File: src/rtl/music_pkg.sv
// Shared types and helpers for the music playback path: state encoding,
// tempo select codes and the prescaler reload calculation.
package music_pkg;

  typedef enum logic [1:0] {
    IDLE = 2'd0,
    PLAY = 2'd1,
    DONE = 2'd2
  } state_t;

  localparam logic [1:0] TEMPO_HALF = 2'd0;
  localparam logic [1:0] TEMPO_X1   = 2'd1;
  localparam logic [1:0] TEMPO_X2   = 2'd2;
  localparam logic [1:0] TEMPO_X4   = 2'd3;

  // Reload = cycles-per-step minus one; fast tempos clamp at zero so tiny
  // clock/step ratios never underflow into a huge count.
  function automatic logic [63:0] calc_reload(input logic [63:0] clk_hz,
                                               input logic [63:0] step_hz,
                                               input logic [1:0]  tempo);
    logic [63:0] w_period;
    logic [63:0] w_reload;
    w_period = clk_hz / step_hz;
    case (tempo)
      TEMPO_HALF: w_reload = (w_period << 1) - 64'd1;
      TEMPO_X1:   w_reload = w_period - 64'd1;
      TEMPO_X2:   w_reload = ((w_period >> 1) == 64'd0) ? '0 : (w_period >> 1) - 64'd1;
      default:    w_reload = ((w_period >> 2) == 64'd0) ? '0 : (w_period >> 2) - 64'd1;
    endcase
    return w_reload;
  endfunction

endpackage

File: src/rtl/tick_prescaler.sv
// Free-running prescaler with tempo-selected reload; o_tick is high in the
// cycle whose edge wraps the count, so the consumer acts on that same edge.
module tick_prescaler #(
  parameter int unsigned CLK_HZ  = 50000000,
  parameter int unsigned STEP_HZ = 32,
  parameter int unsigned CNT_W   = 32
) (
  input  logic       clk,
  input  logic       rst_n,
  input  logic       i_en,
  input  logic       i_clr,
  input  logic [1:0] i_tempo,
  output logic       o_tick
);
  import music_pkg::*;

  localparam logic [CNT_W-1:0] RL_HALF = CNT_W'(calc_reload(64'(CLK_HZ), 64'(STEP_HZ), TEMPO_HALF));
  localparam logic [CNT_W-1:0] RL_X1   = CNT_W'(calc_reload(64'(CLK_HZ), 64'(STEP_HZ), TEMPO_X1));
  localparam logic [CNT_W-1:0] RL_X2   = CNT_W'(calc_reload(64'(CLK_HZ), 64'(STEP_HZ), TEMPO_X2));
  localparam logic [CNT_W-1:0] RL_X4   = CNT_W'(calc_reload(64'(CLK_HZ), 64'(STEP_HZ), TEMPO_X4));

  logic [CNT_W-1:0] r_cnt;
  logic [CNT_W-1:0] w_reload;

  always_comb begin
    w_reload = RL_X1;
    case (i_tempo)
      TEMPO_HALF: w_reload = RL_HALF;
      TEMPO_X1:   w_reload = RL_X1;
      TEMPO_X2:   w_reload = RL_X2;
      default:    w_reload = RL_X4;
    endcase
  end

  // >= rather than == so a mid-count switch to a shorter reload fires at once.
  assign o_tick = i_en & (r_cnt >= w_reload);

  always_ff @(posedge clk or negedge rst_n) begin
    if (!rst_n) begin
      r_cnt <= '0;
    end else if (i_clr) begin
      r_cnt <= '0;
    end else if (i_en) begin
      r_cnt <= o_tick ? '0 : r_cnt + CNT_W'(1);
    end
  end

endmodule

File: src/rtl/music_seq_ctrl.sv
// Playback controller for the tone-ROM player: IDLE/PLAY/DONE sequencing,
// note address counter and step/wrap strobes for the tone divider.
module music_seq_ctrl #(
  parameter int unsigned CLK_HZ    = 50000000,
  parameter int unsigned STEP_HZ   = 32,
  parameter int unsigned ADDR_W    = 10,
  parameter int unsigned LAST_ADDR = 420,
  parameter int unsigned CNT_W     = 32
) (
  input  logic              in_clk,
  input  logic              rst,
  input  logic              start,
  input  logic              stop,
  input  logic              pause,
  input  logic              loop_en,
  input  logic [1:0]        tempo,
  output logic [ADDR_W-1:0] addr,
  output logic              step_tick,
  output logic              wrap_pulse,
  output logic              playing,
  output logic              done
);
  import music_pkg::*;

  localparam logic [ADDR_W-1:0] LAST = ADDR_W'(LAST_ADDR);

  state_t            r_state;
  state_t            w_state_nx;
  logic [ADDR_W-1:0] r_addr;
  logic [ADDR_W-1:0] w_addr_nx;
  logic              r_step;
  logic              w_step_nx;
  logic              r_wrap;
  logic              w_wrap_nx;
  logic              w_pre_en;
  logic              w_pre_clr;
  logic              w_pre_tick;

  tick_prescaler #(
    .CLK_HZ (CLK_HZ),
    .STEP_HZ(STEP_HZ),
    .CNT_W  (CNT_W)
  ) u_prescaler (
    .clk    (in_clk),
    .rst_n  (rst),
    .i_en   (w_pre_en),
    .i_clr  (w_pre_clr),
    .i_tempo(tempo),
    .o_tick (w_pre_tick)
  );

  always_ff @(posedge in_clk or negedge rst) begin
    if (!rst) begin
      r_state <= IDLE;
      r_addr  <= '0;
      r_step  <= 1'b0;
      r_wrap  <= 1'b0;
    end else begin
      r_state <= w_state_nx;
      r_addr  <= w_addr_nx;
      r_step  <= w_step_nx;
      r_wrap  <= w_wrap_nx;
    end
  end

  always_comb begin
    w_state_nx = r_state;
    w_addr_nx  = r_addr;
    w_step_nx  = 1'b0;
    w_wrap_nx  = 1'b0;
    w_pre_en   = 1'b0;
    w_pre_clr  = 1'b0;
    if (stop) begin
      w_state_nx = IDLE;
      w_addr_nx  = '0;
      w_pre_clr  = 1'b1;
    end else begin
      case (r_state)
        IDLE: begin
          w_addr_nx = '0;
          w_pre_clr = 1'b1;
          if (start) w_state_nx = PLAY;
        end
        PLAY: begin
          if (start) begin
            w_addr_nx = '0;
            w_pre_clr = 1'b1;
          end else if (!pause) begin
            w_pre_en = 1'b1;
            if (w_pre_tick) begin
              if (r_addr < LAST) begin
                w_addr_nx = r_addr + ADDR_W'(1);
                w_step_nx = 1'b1;
              end else if (loop_en) begin
                w_addr_nx = '0;
                w_step_nx = 1'b1;
                w_wrap_nx = 1'b1;
              end else begin
                w_state_nx = DONE;
              end
            end
          end
        end
        DONE: begin
          w_pre_clr = 1'b1;
          if (start) begin
            w_state_nx = PLAY;
            w_addr_nx  = '0;
          end
        end
        default: begin
          w_state_nx = IDLE;
          w_addr_nx  = '0;
          w_pre_clr  = 1'b1;
        end
      endcase
    end
  end

  assign addr       = r_addr;
  assign step_tick  = r_step;
  assign wrap_pulse = r_wrap;
  assign playing    = (r_state == PLAY);
  assign done       = (r_state == DONE);

endmodule

File: config.mk
export PLATFORM = sky130hd
export DESIGN_NAME = music_seq_ctrl
export DESIGN_NICKNAME = d
export VERILOG_FILES = /design/src/rtl/music_pkg.sv /design/src/rtl/tick_prescaler.sv /design/src/rtl/music_seq_ctrl.sv
export SDC_FILE = /design/constraint.sdc
export NUM_CORES = 1
export LEC_CHECK = 0
export CORE_AREA = 2 2 91 115
export CTS_BUF_LIST = sky130_fd_sc_hd__clkbuf_4 sky130_fd_sc_hd__clkbuf_8
export CTS_CLUSTER_DIAMETER = 100
export DETAILED_ROUTE_END_ITERATION = 16
export DIE_AREA = 0 0 93 117
export DONT_BUFFER_PORTS = 1
export GPL_TIMING_DRIVEN = 0
export SLEW_MARGIN = 0
export SYNTH_ARGS = -nofsm -noshare
export SYNTH_HDL_FRONTEND = slang
export SYNTH_SLANG_ARGS = --single-unit
File: constraint.sdc
create_clock -name in_clk -period 2.9 [get_ports in_clk]
set_input_delay 0.145 -clock in_clk [delete_from_list [all_inputs] [get_ports in_clk]]
set_output_delay 0.145 -clock in_clk [all_outputs]
set_load 0.02 [all_outputs]
# Yosys cells after proc, flatten, opt, wreduce, memory -nomap -nowiden

Cells that the tools add are included.

Bits in registers: 46
Input bits: 8
Output and inout port bits: 14
Word-level logic and storage cells: 70

Add/subtract/negate cells: 2
Magnitude comparators: 2
Equal/unequal tests: 14
Muxes and demuxes: 40
Bitwise logic cells: 1
Reduce and logical (&&, ||, !) cells: 6

Operator list:

| kind                  | number |
|---|---|
| $mux 32               | 3 |
| $mux 10               | 7 |
| $pmux 22 s3           | 1 |
| $add 32x1->32 const B | 1 |
| $ge 32x22->1          | 1 |
| $mux 1                | 20 |
| $pmux 10 s2           | 1 |
| $ne 3x3->1 const B    | 5 |
| $mux 2                | 7 |
| $add 10x1->10 const B | 1 |
| $lt 10x9->1 const B   | 1 |
| $reduce_and 6->1      | 1 |
| $ne 5x4->1 const B    | 1 |
| $eq 2x1->1 const B    | 2 |
| $eq 2x2->1 const B    | 2 |
| $logic_not 2->1       | 2 |
| $ne 4x3->1 const B    | 1 |
| $ne 4x4->1 const B    | 1 |
| $pmux 2 s2            | 1 |
| $reduce_and 4->1      | 1 |
| $ne 3x1->1 const B    | 1 |
| $ne 3x2->1 const B    | 1 |
| $reduce_bool 2->1     | 1 |
| $reduce_or 2->1       | 1 |
| $and 1x1->1           | 1 |

# Depth between registers and ports, before layout

Depth in word-level cells: 10
Gate-level depth with buffers: 11
Gate-level depth less buffers: 10

# Cells and area by module

A second synthesis with hierarchy kept.

Cells, all modules: 335
Area, all modules: 2981.6 um^2

By module, submodules not included:

| module         | times used | cells an instance | area each (um^2) | seq. area each (um^2) |
|---|---|---|---|---|
| tick_prescaler | 1          | 250               | 2173.3           | 800.8 |
| music_seq_ctrl | 1          | 85                | 808.3            | 350.3 |

# Least setup slack after synthesis

OpenSTA, ideal clock, no wires.

Kind: reg2reg
From: register u_prescaler.r_cnt[21]
To: register r_addr[7] (netlist: addr[7])
Setup time: 0.118 ns
Arrival: 2.162 ns
Required time: 2.782 ns
Path slack: 0.620 ns
Cell stages (with the launch flop): 9
Buffers on the path: 1
Clock period less this slack: 2.280 ns
Cells stage by stage: dfrtp_1 > ha_1 > or4_1 > a21oi_1 > o2111ai_1 > a311oi_4 > buf_6 > o31ai_1 > a21o_1

Cells in the longest elaborated chain, start to end: 4

Ends and longest elaborated chain:

| element                           | RTL line             | source |
|---|---|---|
| start, declared                   | tick_prescaler.sv:22 | `logic [CNT_W-1:0] r_cnt;` |
| start signal, assigned            | tick_prescaler.sv:44 | `r_cnt <= o_tick ? '0 : r_cnt + CNT_W'(1);` |
| $ge 32x22->1                      | tick_prescaler.sv:36 | `assign o_tick = i_en & (r_cnt >= w_reload);` |
| $and 1x1->1                       | tick_prescaler.sv:36 |  |
| $ne 4x3->1 (no source line)       | --                   |  |
| $reduce_and 4->1 (no source line) | --                   |  |
| end signal, assigned              | music_seq_ctrl.sv:60 | `r_addr <= w_addr_nx;` |
| end, declared                     | music_seq_ctrl.sv:29 | `logic [ADDR_W-1:0] r_addr;` |

Every way passes these cells.
A chain may end at the register's enable or synchronous reset.

# Worst setup path in the final report

From: register u_prescaler.r_cnt[21]
To: register r_addr[9] (netlist: addr[9])

The elaborated chain is that of the path after synthesis.

==> summary.md <==
| Metric | Value |
|---|---|
| Layout Utilization | `32.2%` |
| Sequential area share after synthesis | `40.2%` |
| Dominant synthesized flop cell | `dfrtp_1` |
| Max-slew headroom | `a little under half` |
| Syn Nets | `336` |
| GRT overflow | `0` |
| Post-Syn Area | `between 2000 and 3000 um2` |
| Peak Freq | `0.389 GHz` |
| Hold wc startpoint | `start` |
| CP Max Fanout | `9` |
| Router iterations before antenna repair | `4` |
| Post-detail-place hpwl | `4.79 mm` |
| Largest net degree at the start of global routing | `47` |
| Std cell rows | `41` |
| Initial antenna violation count | `0` |
| Endpoint, Worst Hold | `r_state[0]` |
| Startpoint types | `flip-flop` |
| Commonest non-fill, non-tap cell in the layout | `dfrtp_1` |
| Placed Instances | `438` |
| Most frequent cells in the layout | `dfrtp_1, nor2_1, nand2_1` |
| Hold Crit Depth | `3` |
| # diodes | `0` |
| Initial Util | `29.1%` |
| Number of H-tree levels | `2` |
| Total CTS buffers | `5` |
| Post-Route Skew | `0.00703 ns` |
| Final Hold Viols | `0` |
| Maximum clock insertion buffer count | `2` |
| Post-CTS Setup Inserts | `0` |
| Syn_area_per_cell | `9.26 um2` |
| Top-area cell type share of the netlist area | `between 40% and 50%` |
| Reg-to-Reg Start | `u_prescaler.r_cnt[21]` |
| CP cell instances | `ha_1, or4_1, a21oi_1, o2111ai_1, a311oi_4, o21a_1, and2_1` |
| R2R cell count | `7` |
| Worst path slowest cell | `a311oi_4` |
| Cell taking the most area after synthesis | `dfrtp_1` |
| Routed vias/inst | `roughly 5.2` |
| Pleak | `1.34 nW` |
| Buffers added on ports | `0` |
| CP max stage delay | `approximately 0.52 ns` |
| # IOs | `22` |
| Final setup viols | `0` |
| P&R area growth vs syn | `11.0%` |
| PD cells | `356 nW/um2` |
| Worst slack, placed | `0.364 ns` |
| Via count | `2328` |
| CTS tree | `done` |
| Slew Viols, Final | `0` |
| Max-Cap Viols | `0` |
| Final min period | `2.57 ns` |
| Clock Sinks | `46` |
| Die Wd | `93 um` |
| Fin cells | `450` |
| Status | `completed` |
| Synth cell types | `51` |
| Kind of critical path | `reg2reg` |
| Worst-path clk slew | `roughly 0.090 ns` |
| Tightest Pin Transition | `0.809 ns` |
| Design Power | `~1.1 mW` |
| Max VDD drop | `0.000151 V` |
| Fin Setup TNS | `0 ns` |
| Post-synth EDFFs | `0` |
| Hold Path Class | `in2reg` |
| First-pass GRT wire length | `roughly 12 mm` |
| Fin nets | `347` |
| Die H | `117 um` |
| Warnings from Yosys | `0` |
| R2r setup slk | `0.33 ns` |
| # DRC | `0` |
| Post-Synthesis Cells | `309` |
| Top cells by area, synth | `dfrtp_1, ha_1, xnor2_1` |
| RSZ-0062 raised after global routing | `false` |
| Core area | `between 9000 and 10000 um2` |
| CP arrival | `2.80 ns` |
| Clock Latency Late Sink | `0.29 ns` |
| Final WS setup | `0.332 ns` |
| Ys async rst share | `100%` |
| Number of global-route vias before repair | `2447` |
| Synthesized flop and latch total | `46` |
| CP required | `3.13 ns` |
| Root buf cell | `clkbuf_8` |
| Worst Setup End Kind | `flip-flop` |
| Routed WL | `~6.5 mm` |
| RR Endpoint | `addr[9]` |
| Final ANT Viol Nets | `0` |
| Total Routing Usage GR | `13.2%` |
| Tcrit/Tclk final | `88.5%` |
| Area of the die | `10900 um2` |
| Share of post-route cells with drive strength above 1 | `between 8 and 9%` |
| Routed WL per cell | `14.5 um` |
| Initial DRC Count | `101` |
| Routability cong. | `approximately 0.90` |
final cells by class:
type / instances / area, um2
buffer: 8 / 53.8
clock buffer: 7 / 90.1
clock inverter: 1 / 5.00
fill: 1051 / 6670
inverter: 9 / 33.8
multi-input combinational: 246 / 1620
sequential: 46 / 1150
tap: 129 / 161
timing repair buffer: 4 / 57.6
cells by family after synthesis:
| logic type | synth area share, % |
|---|---|
| buffers and inverters | 3.06 |
| xor gates and xnor gates | 7.04 |
| and+or+nand+nor | 27.5 |
| AOI/OAI and AO/OA | 13.8 |
| DFF | 40.2 |
| adders and majority gates | 8.31 |
metal layers:
| layer | GRT usage (%) | vias to the layer above | share of wire [%] |
|---|---|---|---|
| li1 | - | 1138 | - |
| met5 | 0 | - | 0 |
| met2 | 23.1 | 43 | 50 |
| met3 | 3.33 | 8 | 4.6 |
| met4 | 4.12 | 0 | 1.6 |
| met1 | 16.1 | 1139 | 44 |
where the power goes:
group          internal, mW  switching, mW
Clock                 0.202          0.213
Combinational        0.0228         0.0482
Sequential            0.642        0.00154
Total                 0.867          0.263
cells in the mapped netlist (4+ instances only):
cell,n
a211oi_1,4
a21o_1,4
a21oi_1,15
and2_1,5
and3_1,11
dfrtp_1,46
ha_1,19
inv_1,9
nand2_1,30
nand2b_1,4
nand3_1,16
nand4_1,9
nor2_1,36
nor3_1,9
o21ai_0,6
or2_2,4
or4_1,5
xnor2_1,19
xor2_1,4
how the worst max path moves through the flow:
| stage | start | endpoint | slack (ns) | cells past startpoint |
|---|---|---|---|---|
| 2_1_floorplan | u_prescaler.r_cnt[21] | addr[7] | 0.62 | 8 |
| 3_3_place_gp | u_prescaler.r_cnt[21] | addr[7] | 0.34 | 8 |
| 3_5_place_dp | u_prescaler.r_cnt[21] | addr[6] | 0.36 | 8 |
| 4_1_cts | u_prescaler.r_cnt[21] | addr[6] | 0.33 | 8 |
| 5_1_grt | u_prescaler.r_cnt[21] | u_prescaler.r_cnt[20] | 0.15 | 8 |
| 6_report | u_prescaler.r_cnt[21] | addr[9] | 0.33 | 7 |
state kept, by name, indices dropped and copies added, names as in the netlist:
name	cells
wrap_pulse	1
r_state	2
u_prescaler.r_cnt	32
step_tick	1
addr	10
metrics by stage:
step | hold slack [ns] | area, um2
2_1_floorplan | -0.151 | 2860
3_3_place_gp | -0.149 | 3020
3_5_place_dp | -0.149 | 3020
4_1_cts | 0.110 | 3180
5_1_grt | 0.111 | 3180
6_report | 0.117 | 3180
what timing repair did:
| action | 4_1_cts | 5_1_grt |
|---|---|---|
| resized for setup | 0 | 0 |
| hold buffers | 4 | 0 |
| endpoints found under the hold margin | 47 | 0 |
worst max-delay path, delay by kind of cell, from the launching register on:
family | cells | cell delay, ns
AND/OR/NAND/NOR | 2 | 0.67
AO/OA/AOI/OAI | 4 | 1.17
flip-flops | 1 | 0.44
adder cells (fa/ha/maj) | 1 | 0.21
No activity file was read; power rests on OpenSTA's default activity.
